File: src/rtl/delay_watchdog_if.sv
// Signal bundle for delay_watchdog: qualifying inputs, fire-count clear and status outputs.
interface delay_watchdog_if #(
  parameter int unsigned FIRE_W = 8
);
  logic              in1;
  logic              in2;
  logic              clear;
  logic              out;
  logic              busy;
  logic [FIRE_W-1:0] fire_cnt;

  modport master (
    output in1,
    output in2,
    output clear,
    input  out,
    input  busy,
    input  fire_cnt
  );

  modport slave (
    input  in1,
    input  in2,
    input  clear,
    output out,
    output busy,
    output fire_cnt
  );
endinterface

File: src/rtl/delay_watchdog.sv
// Watchdog retrigger: fires a PULSE_LEN-cycle pulse after DELAY consecutive qualified cycles of
// in1 & in2, re-arming while the condition persists; keeps a saturating fire counter.
module delay_watchdog #(
  parameter int unsigned DELAY       = 6,
  parameter int unsigned PULSE_LEN   = 2,
  parameter int unsigned SYNC_STAGES = 2,
  parameter int unsigned FIRE_W      = 8
) (
  input  logic            clk,
  input  logic            rst_n,
  delay_watchdog_if.slave bus
);

  localparam int unsigned       CNT_W        = 16;
  localparam logic [CNT_W-1:0]  DELAY_LAST   = CNT_W'(DELAY - 1);
  localparam logic [CNT_W-1:0]  PULSE_LAST   = CNT_W'(PULSE_LEN - 1);
  localparam logic [CNT_W-1:0]  CNT_ONE      = CNT_W'(1);
  localparam logic [FIRE_W-1:0] FIRE_MAX     = {FIRE_W{1'b1}};
  localparam logic [FIRE_W-1:0] FIRE_ONE     = FIRE_W'(1);
  localparam bit                DELAY_IS_ONE = (DELAY == 32'd1);

  typedef enum logic [1:0] {
    ST_IDLE  = 2'd0,
    ST_COUNT = 2'd1,
    ST_FIRE  = 2'd2
  } state_t;

  state_t            r_state;
  logic [CNT_W-1:0]  r_cnt;
  logic              r_out;
  logic              r_busy;
  logic [FIRE_W-1:0] r_fire_cnt;

  logic w_in1_s;
  logic w_in2_s;
  logic w_cond;
  logic w_count_done;
  logic w_pulse_done;
  logic w_enter_fire;

  // Per-input synchroniser chains; SYNC_STAGES == 0 uses the inputs directly.
  generate
    if (SYNC_STAGES == 0) begin : g_direct
      assign w_in1_s = bus.in1;
      assign w_in2_s = bus.in2;
    end else begin : g_sync
      logic [SYNC_STAGES-1:0] r_sync1;
      logic [SYNC_STAGES-1:0] r_sync2;

      always_ff @(posedge clk or negedge rst_n) begin
        if (!rst_n) begin
          r_sync1 <= '0;
          r_sync2 <= '0;
        end else begin
          r_sync1 <= SYNC_STAGES'({r_sync1, bus.in1});
          r_sync2 <= SYNC_STAGES'({r_sync2, bus.in2});
        end
      end

      assign w_in1_s = r_sync1[SYNC_STAGES-1];
      assign w_in2_s = r_sync2[SYNC_STAGES-1];
    end
  endgenerate

  assign w_cond       = w_in1_s & w_in2_s;
  assign w_count_done = (r_cnt == DELAY_LAST);
  assign w_pulse_done = (r_cnt == PULSE_LAST);
  assign w_enter_fire = w_cond &
                        (((r_state == ST_IDLE) & DELAY_IS_ONE) |
                         ((r_state == ST_COUNT) & w_count_done));

  // The FIRE exit edge is not a qualified count edge, so re-arm spacing is DELAY+PULSE_LEN.
  always_ff @(posedge clk or negedge rst_n) begin
    if (!rst_n) begin
      r_state <= ST_IDLE;
      r_cnt   <= '0;
      r_out   <= 1'b0;
      r_busy  <= 1'b0;
    end else begin
      case (r_state)
        ST_IDLE: begin
          if (w_cond && DELAY_IS_ONE) begin
            r_state <= ST_FIRE;
            r_cnt   <= '0;
            r_out   <= 1'b1;
            r_busy  <= 1'b1;
          end else if (w_cond) begin
            r_state <= ST_COUNT;
            r_cnt   <= CNT_ONE;
            r_out   <= 1'b0;
            r_busy  <= 1'b1;
          end else begin
            r_cnt   <= '0;
            r_out   <= 1'b0;
            r_busy  <= 1'b0;
          end
        end

        ST_COUNT: begin
          if (!w_cond) begin
            r_state <= ST_IDLE;
            r_cnt   <= '0;
            r_out   <= 1'b0;
            r_busy  <= 1'b0;
          end else if (w_count_done) begin
            r_state <= ST_FIRE;
            r_cnt   <= '0;
            r_out   <= 1'b1;
            r_busy  <= 1'b1;
          end else begin
            r_cnt   <= r_cnt + CNT_ONE;
            r_out   <= 1'b0;
            r_busy  <= 1'b1;
          end
        end

        ST_FIRE: begin
          if (w_pulse_done) begin
            r_state <= w_cond ? ST_COUNT : ST_IDLE;
            r_cnt   <= '0;
            r_out   <= 1'b0;
            r_busy  <= w_cond;
          end else begin
            r_cnt   <= r_cnt + CNT_ONE;
            r_out   <= 1'b1;
            r_busy  <= 1'b1;
          end
        end

        default: begin
          r_state <= ST_IDLE;
          r_cnt   <= '0;
          r_out   <= 1'b0;
          r_busy  <= 1'b0;
        end
      endcase
    end
  end

  // Saturating fire counter; clear takes priority over a coincident fire entry.
  always_ff @(posedge clk or negedge rst_n) begin
    if (!rst_n) begin
      r_fire_cnt <= '0;
    end else if (bus.clear) begin
      r_fire_cnt <= '0;
    end else if (w_enter_fire && (r_fire_cnt != FIRE_MAX)) begin
      r_fire_cnt <= r_fire_cnt + FIRE_ONE;
    end
  end

  assign bus.out      = r_out;
  assign bus.busy     = r_busy;
  assign bus.fire_cnt = r_fire_cnt;

endmodule

File: src/flat_wrapper.sv
// flat-port wrapper written by rule: the top's interface ports become plain ports
module delay_watchdog_flat 
#(
  parameter int unsigned DELAY       = 6,
  parameter int unsigned PULSE_LEN   = 2,
  parameter int unsigned SYNC_STAGES = 2,
  parameter int unsigned FIRE_W      = 8
)
  (clk, rst_n, bus_in1, bus_in2, bus_clear, bus_out, bus_busy, bus_fire_cnt);
  delay_watchdog_if #(.FIRE_W(FIRE_W)) bus_i ();
  input  logic clk;
  input  logic rst_n;
  input wire logic [$bits(bus_i.in1)-1:0] bus_in1;
  input wire logic [$bits(bus_i.in2)-1:0] bus_in2;
  input wire logic [$bits(bus_i.clear)-1:0] bus_clear;
  output wire logic [$bits(bus_i.out)-1:0] bus_out;
  output wire logic [$bits(bus_i.busy)-1:0] bus_busy;
  output wire logic [$bits(bus_i.fire_cnt)-1:0] bus_fire_cnt;
  assign bus_i.in1 = bus_in1;
  assign bus_i.in2 = bus_in2;
  assign bus_i.clear = bus_clear;
  assign bus_out = bus_i.out;
  assign bus_busy = bus_i.busy;
  assign bus_fire_cnt = bus_i.fire_cnt;
  delay_watchdog #(.DELAY(DELAY), .PULSE_LEN(PULSE_LEN), .SYNC_STAGES(SYNC_STAGES), .FIRE_W(FIRE_W)) u_core (.clk(clk), .rst_n(rst_n), .bus(bus_i));
endmodule
File: config.mk
export PLATFORM = sky130hd
export DESIGN_NAME = delay_watchdog_flat
export DESIGN_NICKNAME = d
export VERILOG_FILES = /design/src/rtl/delay_watchdog_if.sv /design/src/rtl/delay_watchdog.sv /design/src/flat_wrapper.sv
export SDC_FILE = /design/constraint.sdc
export NUM_CORES = 1
export LEC_CHECK = 0
export ABC_AREA = 1
export CORE_MARGIN = 5
export CORE_UTILIZATION = 30
export DETAILED_ROUTE_END_ITERATION = 10
export PLACE_DENSITY = 0.48
export SYNTH_ARGS = -nofsm -noshare
export SYNTH_HDL_FRONTEND = slang
export SYNTH_SLANG_ARGS = --single-unit
File: constraint.sdc
create_clock -name clk -period 2.5 [get_ports clk]
set_input_delay 0.5 -clock clk [delete_from_list [all_inputs] [get_ports clk]]
set_output_delay 0.5 -clock clk [all_outputs]
set_load 0.01 [all_outputs]
# ---- Word-level counts from Yosys, hierarchy flattened
# Index checks and enable logic that the tools add are counted.
dict set report totals {
  wordCells 45
  ff_bits 32
  inputBits 5
  output_inout_bits 10
}
dict set report classes {
  bitwise_logic 3
  mux 20
  add_sub_neg 2
  eq_ne 8
  n_reduce_logical 5
}
# operator n
set ops {}
lappend ops {{16-bit two-way mux} 3}
lappend ops {{16-bit one-hot mux with 3 select lines} 1}
lappend ops {{16-bit by 1-bit adder with 16-bit output (second input constant)} 1}
lappend ops {{16-bit by 1-bit equality test with 1-bit output (second input constant)} 1}
lappend ops {{16-bit by 3-bit equality test with 1-bit output (second input constant)} 1}
lappend ops {{8-bit two-way mux} 2}
lappend ops {{8-bit by 1-bit adder with 8-bit output (second input constant)} 1}
lappend ops {{2-bit two-way mux} 4}
lappend ops {{8-bit inequality test (second input constant)} 1}
lappend ops {{1-bit two-way mux} 7}
lappend ops {{2-bit one-hot mux with 3 select lines} 1}
lappend ops {{2-bit by 1-bit inequality test with 1-bit output (second input constant)} 2}
lappend ops {{1-bit one-hot mux with 2 select lines} 2}
lappend ops {{1-bit bitwise AND} 3}
lappend ops {{3-bit inequality test (second input constant)} 1}
lappend ops {{3-bit AND reduction} 1}
lappend ops {{2-bit by 1-bit equality test with 1-bit output (second input constant)} 1}
lappend ops {{2-bit equality test (second input constant)} 1}
lappend ops {{2-bit logical NOT} 1}
lappend ops {{2-bit nonzero test} 1}
lappend ops {{2-bit OR reduction} 1}
lappend ops {{1-bit logical AND} 1}

# ---- Logic depth before layout (Yosys ltp)
dict set report logic_depth {
  ltp_word 6
  mapped_depth 10
  ltp_nobuf 9
}

# ---- Worst setup path after synthesis
# Ideal clock, no wire load.
dict set report synth_timing {
  path_type {register to register}
  from {register u_core.r_state[1]}
  to {register u_core.r_fire_cnt[3] (netlist: u_core.bus.fire_cnt[3])}
  arrival_ns 1.286
  path_slack_ns 1.096
  stages_incl_launch_ff 8
  synth_period_minus_slack_ns 1.404
  path_buffers 0
  cell_sequence {dfrtp_1 inv_1 ha_1 inv_1 nor2_1 nand4_1 nand3_1 nand2_1}
}
dict set report synth_between {
  elab_chain_cells 5
}
# element line
set synth_lines {}
lappend synth_lines {{start, declared} delay_watchdog.sv:28} ;# state_t r_state;
lappend synth_lines {{start signal, assigned} delay_watchdog.sv:119} ;# r_state <= w_cond ? ST_COUNT : ST_IDLE;
lappend synth_lines {{2-bit by 1-bit equality test with 1-bit output} delay_watchdog.sv:70} ;# ((r_state == ST_COUNT) & w_count_done));
lappend synth_lines {{1-bit bitwise AND} delay_watchdog.sv:70}
lappend synth_lines {{1-bit bitwise AND} delay_watchdog.sv:68} ;# assign w_enter_fire = w_cond &
lappend synth_lines {{1-bit logical AND} delay_watchdog.sv:146} ;# end else if (w_enter_fire && (r_fire_cnt != FIRE_MAX)) begin
lappend synth_lines {{2-bit nonzero test (no source line)} n/a}
lappend synth_lines {{end signal, assigned} delay_watchdog.sv:147} ;# r_fire_cnt <= r_fire_cnt + FIRE_ONE;
lappend synth_lines {{end, declared} delay_watchdog.sv:32} ;# logic [FIRE_W-1:0] r_fire_cnt;
# No other way between the ends.
# A chain may end at the register's enable or synchronous reset.

# ---- Final worst setup path
dict set report layout_timing {
  from {register u_core.r_fire_cnt[6] (netlist: u_core.bus.fire_cnt[6])}
  to {output port bus_fire_cnt[6]}
}
# element line
set layout_rtl {}
lappend layout_rtl {{end, declared} flat_wrapper.sv:18} ;# output wire logic [$bits(bus_i.fire_cnt)-1:0] bus_fire_cnt;
# No word-level cell between the ends.

==> summary.md <==
| Metric | Value |
|---|---|
| Outcome | `finished, final reports clean` |
| Placed Area | `1990 sq um` |
| Initial antenna violation count | `0` |
| Clock share of power | `0.390` |
| Max VDD drop | `274 uV` |
| Startpoint class of the critical path | `flip-flop` |
| DRT Wirelength | `3460 um` |
| Ys Warns | `0` |
| CTS max path bufs | `2` |
| Fin crit share | `0.727` |
| Vias in the first global route | `1385` |
| Die W | `86.6 um` |
| Commonest non-fill, non-tap cell in the layout | `nand2_1` |
| Kind of critical path | `reg -> out` |
| Clock Skew | `0.00546 ns` |
| Avg Cell Area, Syn | `7.97 sq um` |
| Stages on worst setup path | `1` |
| Drt pass-1 iters | `4` |
| P_leak | `0.959 nW` |
| Hold/Removal Path Class | `reg -> reg` |
| Setup ws final | `0.682 ns` |
| Reg2Reg Depth | `7` |
| Hold-critical path depth | `0` |
| Port buffer count | `14` |
| First-pass GRT wire length | `6140 um` |
| Post-Route Setup TNS | `0 ns` |
| Largest net degree at the start of global routing | `33` |
| Clock transition at the registers of the reported paths | `0.06 ns` |
| Worst path slowest cell | `clkdlybuf4s50_1` |
| Drt via density | `4.44` |
| Pre-CTS WS | `0.805 ns` |
| Layout Cells excl Fill | `317` |
| Proportion of layout cells with a drive suffix above 1 | `0.0785` |
| Design Power | `1.40 mW` |
| Net Sw Frac | `0.279` |
| Internal power | `1.01 mW` |
| Final Hold Violating Endpoints | `0` |
| Final estimated routing congestion in global placement | `0.776` |
| Psw | `391 uW` |
| Cts hold-fix bufs | `0` |
| DRT iter0 DRCs | `62` |
| Number of buffers created by CTS | `5` |
| Comb power frac | `0.188` |
| # DRC | `0` |
| Die area | `7500 sq um` |
| Period minus WS final | `1.82 ns` |
| Antenna cell count | `0` |
| Worst Path Arrival | `1.32 ns` |
| Clk sinks | `32` |
| Required @ worst endpoint | `2.00 ns` |
| Final setup viols | `0` |
| PwrDens | `663 nW/um^2` |
| HPWL Detailed | `2470 um` |
| Max-cap violation count | `0` |
| Register share of total power | `0.422` |
| Max_slew headroom | `0.690` |
| Placed Cells | `309` |
| Total congestion overflow | `0` |
| Final ANT Viol Nets | `0` |
| Mapped Nets | `234` |
| Flop-to-flop setup slack | `0.82 ns` |
| Routed vias | `1408` |
| Fillers | `656` |
| Routed len/inst | `10.9 um` |
| Critical path, cell by cell | `clkdlybuf4s50_1` |
| Clock Latency Late Sink | `0.29 ns` |
| Post-route cell area | `2110 sq um` |
| Synth cell types | `21` |
| Critical Path End Type | `primary output` |
| Post_cts resized | `0` |
| All-Layer GR Usage | `0.105` |
| Fmax | `0.550 GHz` |
| Core footprint | `5820 sq um` |
| Worst Path Buf+Inv | `1` |
| Post-synthesis sequential area ratio | `0.455` |
| Slew @ Worst Pin | `0.464 ns` |
| Fin. max-slew vios | `0` |
| Slowest stage delay, CP | `0.58 ns` |
| RSZ-0062 raised after global routing | `no` |
| Post-Syn Instances | `221` |
| #FFs+latches synth | `32` |
| CTS tree | `done` |
| DIE HEIGHT | `86.6 um` |
| Area grow syn2layout | `20.0%` |
| Cell family with most CP delay | `buffers and inverters` |
| Placement Rows | `28` |
| Post-CTS Setup Inserts | `0` |
| Root buffer cell | `clkbuf_8` |
| CTS H-tree depth | `2` |
| Starting Density | `0.303` |
| Net count, final | `254` |
| Commonest non-fill, non-tap cells in the layout | `53 x nand2_1, 34 x nor2_1, 32 x dfrtp_1` |
| IO Pins | `15` |
| Synthesized area | `1760 sq um` |
| Worst Path Max Fanout | `6` |
metal layers:
metal  vias up  part of all wire  track usage
li1        740                 -            -
met1       643              0.49        0.133
met2        18              0.45        0.159
met3         7             0.033       0.0314
met4         0             0.024       0.0595
met5         -                 0            0
final cells by class:
type	count	area, sq um	share of cell area
multi-input combinational	162	851	0.403
sequential	32	801	0.379
timing repair buffer	15	148	0.0699
clock buffer	7	96.3	0.0456
inverter	25	93.8	0.0444
tap	75	93.8	0.0444
clock inverter	1	30.0	0.0142
stage by stage:
stage / hold WS (ns) / utilization
finish: 0.358 / 0.363
global route: 0.371 / 0.363
CTS: 0.358 / 0.363
detailed placement: 0.343 / 0.342
global placement: 0.334 / 0.342
floorplan: 0.204 / -
cells by family after synthesis:
kind of cell,synth area share
buf+inv,0.0618
fa+ha+maj,0.0569
simple gates,0.348
compound gates,0.0242
xor+xnor,0.0547
flops,0.455
power groups by stage:
stage,Sequential [mW],Clock [mW],Combinational (mW)
6_report,0.592,0.546,0.264
5_1_grt,0.598,0.595,0.314
4_1_cts,0.592,0.570,0.271
3_5_place_dp,0.602,0,0.270
3_3_place_gp,0.601,0,0.274
2_1_floorplan,0.598,0,0.202
state kept, by name, summed over array words and instances (netlist names):
register / count
u_core.r_state: 2
u_core.bus.busy: 1
u_core.bus.out: 1
u_core.g_sync.r_sync2: 2
u_core.bus.fire_cnt: 8
u_core.r_cnt: 16
u_core.g_sync.r_sync1: 2
path summary, 6_finish.rpt:
path                                           from                       end
max                          u_core.bus.fire_cnt[6]           bus_fire_cnt[6]
min                        u_core.g_sync.r_sync1[0]  u_core.g_sync.r_sync1[1]
max reg2reg                       u_core.r_state[1]    u_core.bus.fire_cnt[1]
min reg2reg                u_core.g_sync.r_sync1[0]  u_core.g_sync.r_sync1[1]
max in group asynchronous                     rst_n    u_core.bus.fire_cnt[4]
min in group asynchronous                     rst_n          u_core.r_cnt[15]
synthesized netlist by cell type:
cell type / n / share of area
clkbuf_1: 1 / 0.0021
nor2_2: 2 / 0.0071
nand2_1: 53 / 0.11
nand4_1: 7 / 0.025
buf_6: 1 / 0.0064
a21boi_0: 1 / 0.0043
a31oi_1: 1 / 0.0036
nand3b_1: 2 / 0.0085
nor3_1: 4 / 0.011
nor2_4: 3 / 0.019
nor2_1: 34 / 0.072
ha_1: 8 / 0.057
o21ai_0: 3 / 0.0085
a21oi_1: 1 / 0.0028
inv_1: 25 / 0.053
xnor2_1: 3 / 0.015
xor2_1: 8 / 0.040
dfrtp_1: 32 / 0.45
a31o_2: 1 / 0.0050
nand2_2: 4 / 0.014
nand3_1: 27 / 0.077
Power figures use the tool's default switching activity.
